`src/rtl/alu_arbiter.sv`:
```
// Two-requester front end for a shared 8-bit ALU: arbitrates round-robin and runs
// each 16-bit operation as a low-byte pass followed by a high-byte pass.
module alu_arbiter #(
    parameter bit IDLE_ZERO = 1'b1
) (
    input  logic        IN_clk,
    input  logic        IN_rst,
    input  logic [1:0]  IN_req,
    input  logic [3:0]  IN_op0,
    input  logic [3:0]  IN_op1,
    input  logic [15:0] IN_a0,
    input  logic [15:0] IN_b0,
    input  logic [15:0] IN_a1,
    input  logic [15:0] IN_b1,
    input  logic [7:0]  IN_S,
    input  logic        IN_carry_in,
    input  logic        IN_zero,
    output logic [7:0]  OUT_data_a,
    output logic [7:0]  OUT_data_b,
    output logic [3:0]  OUT_ALU_OP,
    output logic        OUT_carry_out,
    output logic [1:0]  OUT_grant,
    output logic        OUT_busy,
    output logic [1:0]  OUT_done,
    output logic [15:0] OUT_result,
    output logic        OUT_neg_ans,
    output logic        OUT_zero,
    output logic        OUT_less_than
);

    localparam logic [3:0] OP_ADD = 4'hA;
    localparam logic [3:0] OP_SUB = 4'hB;
    localparam logic [3:0] OP_AND = 4'hC;
    localparam logic [3:0] OP_OR  = 4'hD;
    localparam logic [3:0] OP_CMP = 4'hE;

    typedef enum logic [1:0] {
        ST_IDLE,
        ST_LO,
        ST_HI,
        ST_DONE
    } state_t;

    state_t      state_reg;
    logic [3:0]  op_reg;
    logic [15:0] a_reg;
    logic [15:0] b_reg;
    logic [7:0]  lo_reg;
    logic [7:0]  hi_reg;
    logic        lo_zero_reg;
    logic        hi_zero_reg;
    logic        hi_carry_reg;
    logic        last_reg;

    logic [3:0]  op_in [2];
    logic [15:0] a_in  [2];
    logic [15:0] b_in  [2];
    logic        pick;
    logic [1:0]  grant_next;

    assign op_in[0] = IN_op0;
    assign op_in[1] = IN_op1;
    assign a_in[0]  = IN_a0;
    assign a_in[1]  = IN_a1;
    assign b_in[0]  = IN_b0;
    assign b_in[1]  = IN_b1;

    function automatic logic is_subtract(input logic [3:0] op);
        return (op == OP_SUB) || (op == OP_CMP);
    endfunction

    // Carry ripples from the low byte into the high byte only for arithmetic ops.
    function automatic logic chains_carry(input logic [3:0] op);
        return (op == OP_ADD) || (op == OP_SUB) || (op == OP_CMP);
    endfunction

    function automatic logic op_valid(input logic [3:0] op);
        return (op == OP_ADD) || (op == OP_SUB) || (op == OP_AND) ||
               (op == OP_OR)  || (op == OP_CMP);
    endfunction

    // On a tie the requester not served last wins; a lone request always wins.
    always_comb begin
        pick = 1'b0;
        if (IN_req == 2'b11) begin
            pick = ~last_reg;
        end else begin
            pick = IN_req[1];
        end
    end

    generate
        for (genvar gi = 0; gi < 2; gi++) begin : g_grant
            assign grant_next[gi] = (pick == 1'(gi));
        end
    endgenerate

    always_ff @(posedge IN_clk) begin
        if (IN_rst) begin
            state_reg     <= ST_IDLE;
            op_reg        <= 4'h0;
            a_reg         <= 16'h0000;
            b_reg         <= 16'h0000;
            lo_reg        <= 8'h00;
            hi_reg        <= 8'h00;
            lo_zero_reg   <= 1'b0;
            hi_zero_reg   <= 1'b0;
            hi_carry_reg  <= 1'b0;
            last_reg      <= 1'b1;
            OUT_data_a    <= 8'h00;
            OUT_data_b    <= 8'h00;
            OUT_ALU_OP    <= 4'h0;
            OUT_carry_out <= 1'b0;
            OUT_grant     <= 2'b00;
            OUT_busy      <= 1'b0;
            OUT_done      <= 2'b00;
            OUT_result    <= 16'h0000;
            OUT_neg_ans   <= 1'b0;
            OUT_zero      <= 1'b0;
            OUT_less_than <= 1'b0;
        end else begin
            OUT_done <= 2'b00;
            case (state_reg)
                ST_IDLE: begin
                    if (|IN_req) begin
                        state_reg     <= ST_LO;
                        OUT_grant     <= grant_next;
                        OUT_busy      <= 1'b1;
                        last_reg      <= pick;
                        op_reg        <= op_in[pick];
                        a_reg         <= a_in[pick];
                        b_reg         <= b_in[pick];
                        OUT_data_a    <= a_in[pick][7:0];
                        OUT_data_b    <= b_in[pick][7:0];
                        OUT_ALU_OP    <= op_in[pick];
                        // Subtraction is a + ~b + 1, so the low byte starts with carry set.
                        OUT_carry_out <= is_subtract(op_in[pick]);
                    end
                end
                ST_LO: begin
                    state_reg     <= ST_HI;
                    lo_reg        <= IN_S;
                    lo_zero_reg   <= IN_zero;
                    OUT_data_a    <= a_reg[15:8];
                    OUT_data_b    <= b_reg[15:8];
                    OUT_carry_out <= chains_carry(op_reg) & IN_carry_in;
                end
                ST_HI: begin
                    state_reg    <= ST_DONE;
                    hi_reg       <= IN_S;
                    hi_zero_reg  <= IN_zero;
                    hi_carry_reg <= IN_carry_in;
                    if (IDLE_ZERO) begin
                        OUT_data_a    <= 8'h00;
                        OUT_data_b    <= 8'h00;
                        OUT_ALU_OP    <= 4'h0;
                        OUT_carry_out <= 1'b0;
                    end
                end
                ST_DONE: begin
                    state_reg <= ST_IDLE;
                    OUT_grant <= 2'b00;
                    OUT_busy  <= 1'b0;
                    OUT_done  <= OUT_grant;
                    if (op_valid(op_reg)) begin
                        OUT_result    <= {hi_reg, lo_reg};
                        OUT_zero      <= lo_zero_reg & hi_zero_reg;
                        OUT_neg_ans   <= is_subtract(op_reg) & hi_reg[7];
                        // The final carry of a compare is "no borrow"; its inverse means a < b.
                        OUT_less_than <= (op_reg == OP_CMP) & ~hi_carry_reg;
                    end else begin
                        OUT_result    <= 16'h0000;
                        OUT_zero      <= 1'b1;
                        OUT_neg_ans   <= 1'b0;
                        OUT_less_than <= 1'b0;
                    end
                end
                default: state_reg <= ST_IDLE;
            endcase
        end
    end

endmodule

```
`config.mk`:
```
export PLATFORM = sky130hd
export DESIGN_NAME = alu_arbiter
export DESIGN_NICKNAME = d
export VERILOG_FILES = /design/src/rtl/alu_arbiter.sv
export SDC_FILE = /design/constraint.sdc
export NUM_CORES = 1
export LEC_CHECK = 0
export ABC_AREA = 1
export CORE_MARGIN = 4
export CORE_UTILIZATION = 35
export CTS_CLUSTER_DIAMETER = 150
export DETAILED_ROUTE_END_ITERATION = 10
export GPL_TIMING_DRIVEN = 0
export PLACE_DENSITY = 0.7
export SYNTH_ARGS = -nofsm -noshare
export SYNTH_HDL_FRONTEND = slang
export SYNTH_SLANG_ARGS = --single-unit
```
`constraint.sdc`:
```
create_clock -name IN_clk -period 1.5 [get_ports IN_clk]
set_input_delay 0.45 -clock IN_clk [delete_from_list [all_inputs] [get_ports IN_clk]]
set_output_delay 0.45 -clock IN_clk [all_outputs]
set_load 0.01 [all_outputs]
```
Yosys cells after proc, flatten, opt, wreduce, memory -nomap -nowiden:

Cells that the tools add are included.

* output and inout bits: 45
* logic and storage cells: 88
* input port bits: 86
* register bits: 103

* bitwise operators: 9
* equality and inequality tests: 12
* reductions and logical operators: 17
* multiplexer cells: 28
* $lt $le $gt $ge: 1

Operator list (count)
* 2-to-1 mux 16 bit: 7
* case mux 8 bit (3 select lines): 2
* equality test 4 bit (second input constant): 7
* 2-to-1 mux 4 bit: 4
* 2-to-1 mux 8 bit: 2
* case mux 2 bit (4 select lines): 1
* case mux 4 bit (2 select lines): 1
* AND reduction 2 bit: 4
* logical OR 1 bit: 7
* equality test 2 bit (second input constant): 3
* 2-to-1 mux 1 bit: 6
* AND 1 bit: 4
* 2-to-1 mux 2 bit: 2
* NOT 1 bit: 4
* case mux 2 bit (2 select lines): 1
* nonzero test 2 bit: 2
* OR reduction 2 bit: 2
* case mux 1 bit (3 select lines): 1
* nonzero test 3 bit: 1
* equality test 2 x 1 -> 1 bit (second input constant): 1
* >= comparator 2 bit (second input constant): 1
* logical NOT 2 bit: 1
* inequality test 2 bit (second input constant): 1
* NOT 1 -> 2 bit: 1
* case mux 1 bit (2 select lines): 1

Logic depth before layout (Yosys ltp):

Gate-level depths: netlist of the first run.

* depth after elaboration: 10
* mapped depth: 9
* gate-level depth less buffers: 8

Least setup slack after synthesis of the first run:

OpenSTA, ideal clock, no wires.

* path type: register to register
* start: register state_reg[0]
* end: register OUT_carry_out
* clock period less this slack: 1449 ps
* setup slack: 51 ps
* data required time: 1430 ps
* cell stages (with the launch flop): 9
* path buffers: 1
* library setup time: 70 ps
* arrival: 1380 ps
* cell sequence: dfxtp_1 > inv_1 > ha_1 > inv_2 > nor3_4 > nor2_2 > clkbuf_1 > o21ai_0 > a21oi_1

* cells in the longest elaborated chain, start to end: 3
* elaborated cells on any way between the ends: 7
* those cells by class: eq/ne (3); mux (1); reduce/logical (3)

Ends and longest elaborated chain
* start, declared: RTL line 44 `state_t state_reg;`
* start signal, assigned: RTL line 100 `state_reg <= ST_IDLE;`
* start signal, assigned: RTL line 126 `state_reg <= ST_LO;`
* start signal, assigned: RTL line 141 `state_reg <= ST_HI;`
* equality test 2 bit, or another cell as far along: RTL line 123 `case (state_reg)`
* nonzero test 3 bit (no source line) or inequality test 2 bit (tied branches)
* AND reduction 2 bit (no source line)
* end signal, assigned: RTL line 137 `OUT_carry_out <= is_subtract(op_in[pick]);`
* end signal, assigned: RTL line 146 `OUT_carry_out <= chains_carry(op_reg) & IN_carry_in;`
* end, declared: RTL line 21 `output logic OUT_carry_out,`

Several ways; a longest one is shown, not always the timed one.
A chain may end at the register's enable or synchronous reset.

Worst setup path after layout of the first run:

* start: register OUT_carry_out
* end: output port OUT_carry_out

No word-level cell between the ends.

==> metrics.md, run 1 <==
| Metric | Value |
|---|---|
| Final WL | `12370 um` |
| Slew HR | `71.51%` |
| Main combinational cell family by area after synthesis | `compound AO/OA/AOI/OAI gates` |
| Hold Vio Cnt, Final | `0` |
| Kind of critical path | `reg -> out` |
| Initial antenna violation count | `0` |
| Max FFs per register | `16` |
| CTS Buf Count | `9` |
| WP data required | `1.05 ns` |
| Slowest stage cell, crit path | `dfxtp_1` |
| XOR/XNOR share of the synthesized area | `0%` |
| Syn nets | `587` |
| Number of H-tree levels | `3` |
| Fmax | `667.4 MHz` |
| CP Cell Sequence | `dlygate4sd2_1` |
| Fin cells | `793` |
| Post-synthesis compound-gate area fraction | `25.23%` |
| Clock root cell | `clkbuf_8` |
| Pins Over Slew Limit | `0` |
| N_diodes | `0` |
| Most area-consuming cells after synthesis | `dfxtp_1, o21ai_0, a21oi_1, nand2_1, nor2_1` |
| Cell Pwr Density | `1580 mW/mm2` |
| Clock Sinks | `87` |
| Finish-stage setup viols | `0` |
| EDFF count, synth | `0` |
| Die height | `110.8 um` |
| Synthesis warning total | `0` |
| Crit end category | `primary output` |
| First-pass GRT wire length | `20000 um` |
| Area Overhead vs Synth | `53.30%` |
| Worst setup SP type | `register` |
| Least-Margin Pin Slew | `0.4273 ns` |
| Largest net degree at the start of global routing | `19` |
| Crit Path Max Fanout | `2` |
| Vias | `3990` |
| Sequential share of the synthesized area | `47.07%` |
| Die X | `110.8 um` |
| Total design power | `8961 uW` |
| Clock share of power | `18.0%` |
| Logic pwr share | `43.4%` |
| Max_cap viols | `0` |
| Number of nets with antenna violations after routing | `0` |
| Port bufs | `129` |
| Tmin final | `1.498 ns` |
| Hold Path Class | `reg -> reg` |
| Switching share of total power | `39.61%` |
| Clock Skews | `0.01709 ns` |
| FP Rows | `37` |
| Worst skew pair latency | `0.37 ns` |
| TritonCTS clock tree | `built` |
| Initial core utilization | `35.84%` |
| Synth Register Bits | `87` |
| Mean area per synthesized cell | `7.444 um2` |
| # placed instances | `762` |
| Synthesized cell area | `0.003700 mm2` |
| DRT Pass-1 Iters | `7` |
| Flop2flop setup slack | `0.01 ns` |
| Status | `completed` |
| WL/cell | `15.60 um` |
| Largest area contributor in the netlist | `dfxtp_1` |
| Crit-path leading delay family | `flip-flops` |
| Net Switching | `3550 uW` |
| Boundary Pins | `131` |
| Top reg by flops | `OUT_result` |
| Synth Area in Adders | `1.353%` |
| Async S/R FF share, synth | `0%` |
| Iteration-0 DRC Markers | `236` |
| Half-perimeter wire length after placement | `9148 um` |
| Leak | `0.002446 uW` |
| Gate Count Post-Synth | `497` |
| Worst Path Arrival | `1.05 ns` |
| DR vias/cell | `5.032` |
| Post-synth top area share | `47.07%` |
| Worst hold slack | `0.4613 ns` |
| CTS clk-pin slew, worst paths | `0.09 ns` |
| Crit path largest cell delay | `0.37 ns` |
| Maximum clock path buffer count | `2` |
| Post-Synth Simple-Gate Area | `19.85%` |
| Internal Power | `5411 uW` |
| Top post-synthesis cells by count | `dfxtp_1, nand2_1, o21ai_0, a21oi_1, nor2_1` |
| Global Route Usage Sum | `19.67%` |
| CP Buf/Inv Count | `1` |
| Mux contribution to synthesized area | `0%` |
| Vias in the first global route | `4034` |
| Maximum vdd drop | `701.1 uV` |
| Flop pwr share | `38.5%` |
| Die area | `0.01228 mm2` |
| Crit share post-route | `99.89%` |
| Grt total ovfl | `0` |
| Hold_buf cts | `0` |
| DRC viols | `0` |
| Share of cells above drive strength 1 | `15.83%` |
| Core Region | `0.01032 mm2` |
| Most used DFF post-synth | `dfxtp_1` |
| Post-synthesis cell type count | `30` |
| Gp weighted congestion | `0.8669` |
| RSZ-0062 raised after global routing | `yes` |
| Nets@finish | `742` |
cell type report:
type	count	area, um2
fillers	967	4652
clock buffers	9	123.9
multi-input cells	355	1800
flip-flops and latches	87	1750
repair buffers	144	1424
plain buffers	32	221.5
well taps	136	170.2
clock inverters	7	77.57
inverters	23	103.9
routing by layer:
| layer | up-vias | wire, um | global-route usage, % | part of all wire (%) |
|---|---|---|---|---|
| li1 | 1990 | - | - | - |
| met5 | - | 0 | 0 | 0 |
| met2 | 145 | 6052 | 34.34 | 49 |
| met4 | 0 | 197 | 6.076 | 1.6 |
| met1 | 1837 | 5303 | 24.22 | 43 |
| met3 | 18 | 819 | 4.148 | 6.6 |
logic make-up (layout without fill, tap and decap cells):
| kind of cell | count (synthesis) | in the layout |
|---|---|---|
| and+or+nand+nor | 174 | 174 |
| buffers and inverters | 55 | 215 |
| DFF | 87 | 87 |
| adders and majority gates | 4 | 4 |
| AOI/OAI and AO/OA | 177 | 177 |
stage by stage:
stage | setup TNS (ns) | cell area (um2) | setup WS (ns) | utilization [%]
final | 0 | 5672 | 0.001636 | 54.94
after global routing | -1.056 | 5672 | -0.07753 | 54.94
after CTS | -0.0002737 | 5525 | -0.0002737 | 53.52
after detailed placement | -43.76 | 5161 | -0.6675 | 49.99
after global placement | -42.59 | 5161 | -0.6563 | 49.99
after floorplan | 0 | 3700 | 0.05060 | -
cells in the final DEF (no fill, tap or decap), types with 3 or more instances in the layout:
| cell type | Yosys | final |
|---|---|---|
| o211ai_1 | 7 | 7 |
| nand3_1 | 13 | 13 |
| a31oi_1 | 16 | 16 |
| buf_4 | 4 | 16 |
| clkbuf_2 | 0 | 10 |
| clkbuf_8 | 0 | 9 |
| or2_2 | 8 | 8 |
| clkbuf_4 | 0 | 8 |
| inv_2 | 3 | 4 |
| o21ai_0 | 81 | 63 |
| o21ai_2 | 1 | 11 |
| a21oi_1 | 69 | 68 |
| clkinv_4 | 0 | 3 |
| nand2_1 | 87 | 86 |
| clkdlybuf4s50_1 | 0 | 83 |
| nand2_2 | 2 | 3 |
| inv_1 | 17 | 13 |
| clkdlybuf4s15_1 | 0 | 6 |
| nor2_1 | 55 | 55 |
| o21ai_1 | 1 | 8 |
| dfxtp_1 | 87 | 84 |
| dlygate4sd2_1 | 0 | 40 |
| buf_6 | 1 | 3 |
path summary, 6_finish.rpt:
path	to	startpoint	cells after the start
setup / recovery	OUT_carry_out	OUT_carry_out	1
hold / removal	OUT_ALU_OP[3]	OUT_ALU_OP[3]	2
setup reg to reg	OUT_data_a[5]	state_reg[1]	9
hold reg to reg	OUT_ALU_OP[3]	OUT_ALU_OP[3]	2
power groups by stage:
stage | Sequential [uW] | Combinational (uW) | Clock, uW
floorplan | 3500 | 1780 | 0
global placement | 3410 | 3330 | 0
detailed placement | 3430 | 3390 | 0
CTS | 3400 | 3590 | 1620
global route | 3530 | 4290 | 1720
finish | 3450 | 3890 | 1620
timing repair:
item                                    CTS  global route
pin swaps                                 7             5
hold endpoints to repair                  0             0
gates cloned                              1             1
setup buffers                            13             1
endpoints found under the setup margin  131            90
gates resized for setup                  92            60
No activity file was read; power rests on OpenSTA's default activity.
==> inputs of run 2 (changes only) <==
--- a/config.mk
+++ b/config.mk
@@ -6,6 +6,7 @@
 export NUM_CORES = 1
 export LEC_CHECK = 0
 export ABC_AREA = 1
+export CORE_ASPECT_RATIO = 1.75
 export CORE_MARGIN = 4
 export CORE_UTILIZATION = 35
 export CTS_CLUSTER_DIAMETER = 150
==> run 2 against run 1 <==
Sequential share of layout area grew 0.31 points. Largest power group unchanged. First-iteration DRC count is 26% higher. Global-route usage increased by 0.31 points. Largest cell class unchanged. Cell count decreased by 2.1%. Cell area decreased by 1.2%. Flip-flop and latch count is the same.
==> metrics.md, run 2 (synthesis results as in run 1) <==
| Metric | Value |
|---|---|
| Slew HR | `69.27% (-2.2 points)` |
| Final WL | `12280 um (-0.73%)` |
| Clock Skews | `0.003765 ns (-0.01332 ns)` |
| Most frequent cells in the layout | `nand2_1, dfxtp_1, clkdlybuf4s50_1` |
| Nets@finish | `734 (-1.1%)` |
| Leak | `0.002443 uW (-0.15%)` |
| Grt total ovfl | `0 (unchanged)` |
| CTS Buf Count | `9 (unchanged)` |
| Worst Path Arrival | `1.73 ns (+0.68 ns)` |
| Die height | `144.0 um (+30%)` |
| N_diodes | `0 (unchanged)` |
| Worst setup SP type | `register` |
| Least-Margin Pin Slew | `0.4609 ns (+0.03360 ns)` |
| Global Route Usage Sum | `19.99% (+0.31 points)` |
| Worst hold start | `hi_reg[0]` |
| FF+latch area | `0.001747 mm2 (-0.21%)` |
| Top reg by flops | `OUT_result` |
| Hold_buf cts | `0 (unchanged)` |
| Status | `completed` |
| Hold Vio Cnt, Final | `0 (unchanged)` |
| Gp weighted congestion | `0.8442 (-2.6%)` |
| First-pass GRT wire length | `19110 um (-4.5%)` |
| Crit Path Max Fanout | `10 (+8)` |
| Reg2Reg Launch Point | `state_reg[0]` |
| Clock root cell | `clkbuf_16` |
| Fmax | `685.2 MHz (+2.7%)` |
| Kind of critical path | `reg -> reg` |
| DRT Pass-1 Iters | `6 (-1)` |
| Initial core utilization | `35.92% (+0.083 points)` |
| Port bufs | `129 (unchanged)` |
| Initial antenna violation count | `0 (unchanged)` |
| Max_cap viols | `0 (unchanged)` |
| RSZ-0062 raised after global routing | `yes` |
| Largest net degree at the start of global routing | `15 (-4)` |
| Iteration-0 DRC Markers | `298 (+26%)` |
| WL/cell | `15.83 um (+1.4%)` |
| Setup crit start | `state_reg[0]` |
| TritonCTS clock tree | `built` |
| Fin Setup TNS | `0 ns (unchanged)` |
| Tmin final | `1.459 ns (-0.03897 ns)` |
| Half-perimeter wire length after placement | `9520 um (+4.1%)` |
| Crit end category | `register` |
| Maximum vdd drop | `857.0 uV (+22%)` |
| Post-DP Area | `0.005150 mm2 (-0.22%)` |
| Crit share post-route | `97.29% (-2.6 points)` |
| Die X | `85.72 um (-23%)` |
| Worst skew pair latency | `0.34 ns (-0.03 ns)` |
| Boundary Pins | `131 (unchanged)` |
| Share of cells above drive strength 1 | `13.71% (-2.1 points)` |
| Multi-input logic area | `0.001770 mm2 (-1.7%)` |
| Clock Sinks | `87 (unchanged)` |
| Vias in the first global route | `3948 (-2.1%)` |
| Finished Cell Area | `0.005604 mm2 (-1.2%)` |
| Pins Over Slew Limit | `0 (unchanged)` |
| Finish-stage setup viols | `0 (unchanged)` |
| FP Rows | `49 (+32%)` |
| Cell Pwr Density | `1689 mW/mm2 (+6.9%)` |
| CTS clk-pin slew, worst paths | `0.06 ns (-0.03 ns)` |
| Max FFs per register | `16 (unchanged)` |
| Vias | `4000 (+0.25%)` |
| DR vias/cell | `5.155 (+2.4%)` |
| Area Overhead vs Synth | `51.47%` |
| Maximum clock path buffer count | `2 (unchanged)` |
| Hold Path Class | `reg -> reg` |
| Number of H-tree levels | `3 (unchanged)` |
| DRC viols | `0 (unchanged)` |
| Number of nets with antenna violations after routing | `0 (unchanged)` |
| Fillers | `1009 (+4.3%)` |
| Core Region | `0.01030 mm2 (-0.23%)` |
| Commonest non-fill, non-tap cell in the layout | `nand2_1` |
| Die area | `0.01234 mm2 (+0.53%)` |
| WP data required | `1.77 ns (+0.72 ns)` |
==> run 2: changes by cell type in the layout (fill, tap and decap cells not counted), moves of 5 or more <==
cell             previous run  this run
clkbuf_4                    8         2
a21oi_2                     1         6
clkbuf_16                   1         9
clkdlybuf4s15_1             6         1
o21ai_2                    11         1
o21ai_0                    63        71
clkbuf_8                    9         2
a21oi_1                    68        63
==> run 2: critical path: stages (launching register included) <==
cell	delay (ns)
dfxtp_4	0.38
inv_4	0.05
ha_4	0.26
nand2_1	0.09
inv_2	0.17
buf_4	0.22
a21oi_1	0.09
a21oi_1	0.13
==> run 2: path summary, 6_finish.rpt <==
kind | end | slack (ns) | depth (start not counted)
max | OUT_data_a[4] | 0.04 | 7
min | OUT_result[8] | 0.46 | 2
max reg2reg | OUT_data_a[4] | 0.04 | 7
min reg2reg | OUT_result[8] | 0.46 | 2
==> run 2: repair_timing <==
action,CTS,global route
pin swaps,3,12
gates cloned,1,0
setup buffers,5,1
endpoints found under the setup margin,131,63
gates resized for setup,90,33
==> run 2: routing by layer <==
metal  share of wire, %  up-vias  GRT usage, %
li1                   -     1969             -
met1                 34     1797         19.43
met2                 54      187         37.87
met3                7.3       47         5.188
met4                5.0        0         10.59
met5                  0        -             0
==> run 2: report_power, final <==
| group | total, uW | switching [uW] | internal (uW) |
|---|---|---|---|
| Sequential | 3410 | 387 | 3020 |
| Combinational | 3630 | 2090 | 1540 |
| Clock | 2430 | 922 | 1500 |
| Total | 9460 | 3400 | 6060 |
==> run 2: final cells by class <==
cell class                      count  area share (%)
Buffer                             32           3.639
Tap cell                          127           2.835
Clock inverter                      5           1.451
Multi-Input combinational cell    355           31.59
Inverter                           23           1.831
Sequential cell                    87           31.17
Clock buffer                       11           4.331
Timing Repair Buffer              136           23.15
==> run 2: per-stage QoR <==
step           utilization [%]  total power, uW  hold WS [ns]  setup slack [ns]  std cells
2_1_floorplan                -             5277        0.4346           0.05060        497
6_report                 54.41             9465        0.4575           0.04060        776
3_3_place_gp             50.00             6766        0.4453           -0.6885        753
3_5_place_dp             50.00             6861        0.4534           -0.7523        753
5_1_grt                  54.41            10050        0.4771          -0.02380        776
4_1_cts                  53.81             9311        0.4606         -0.004286        775
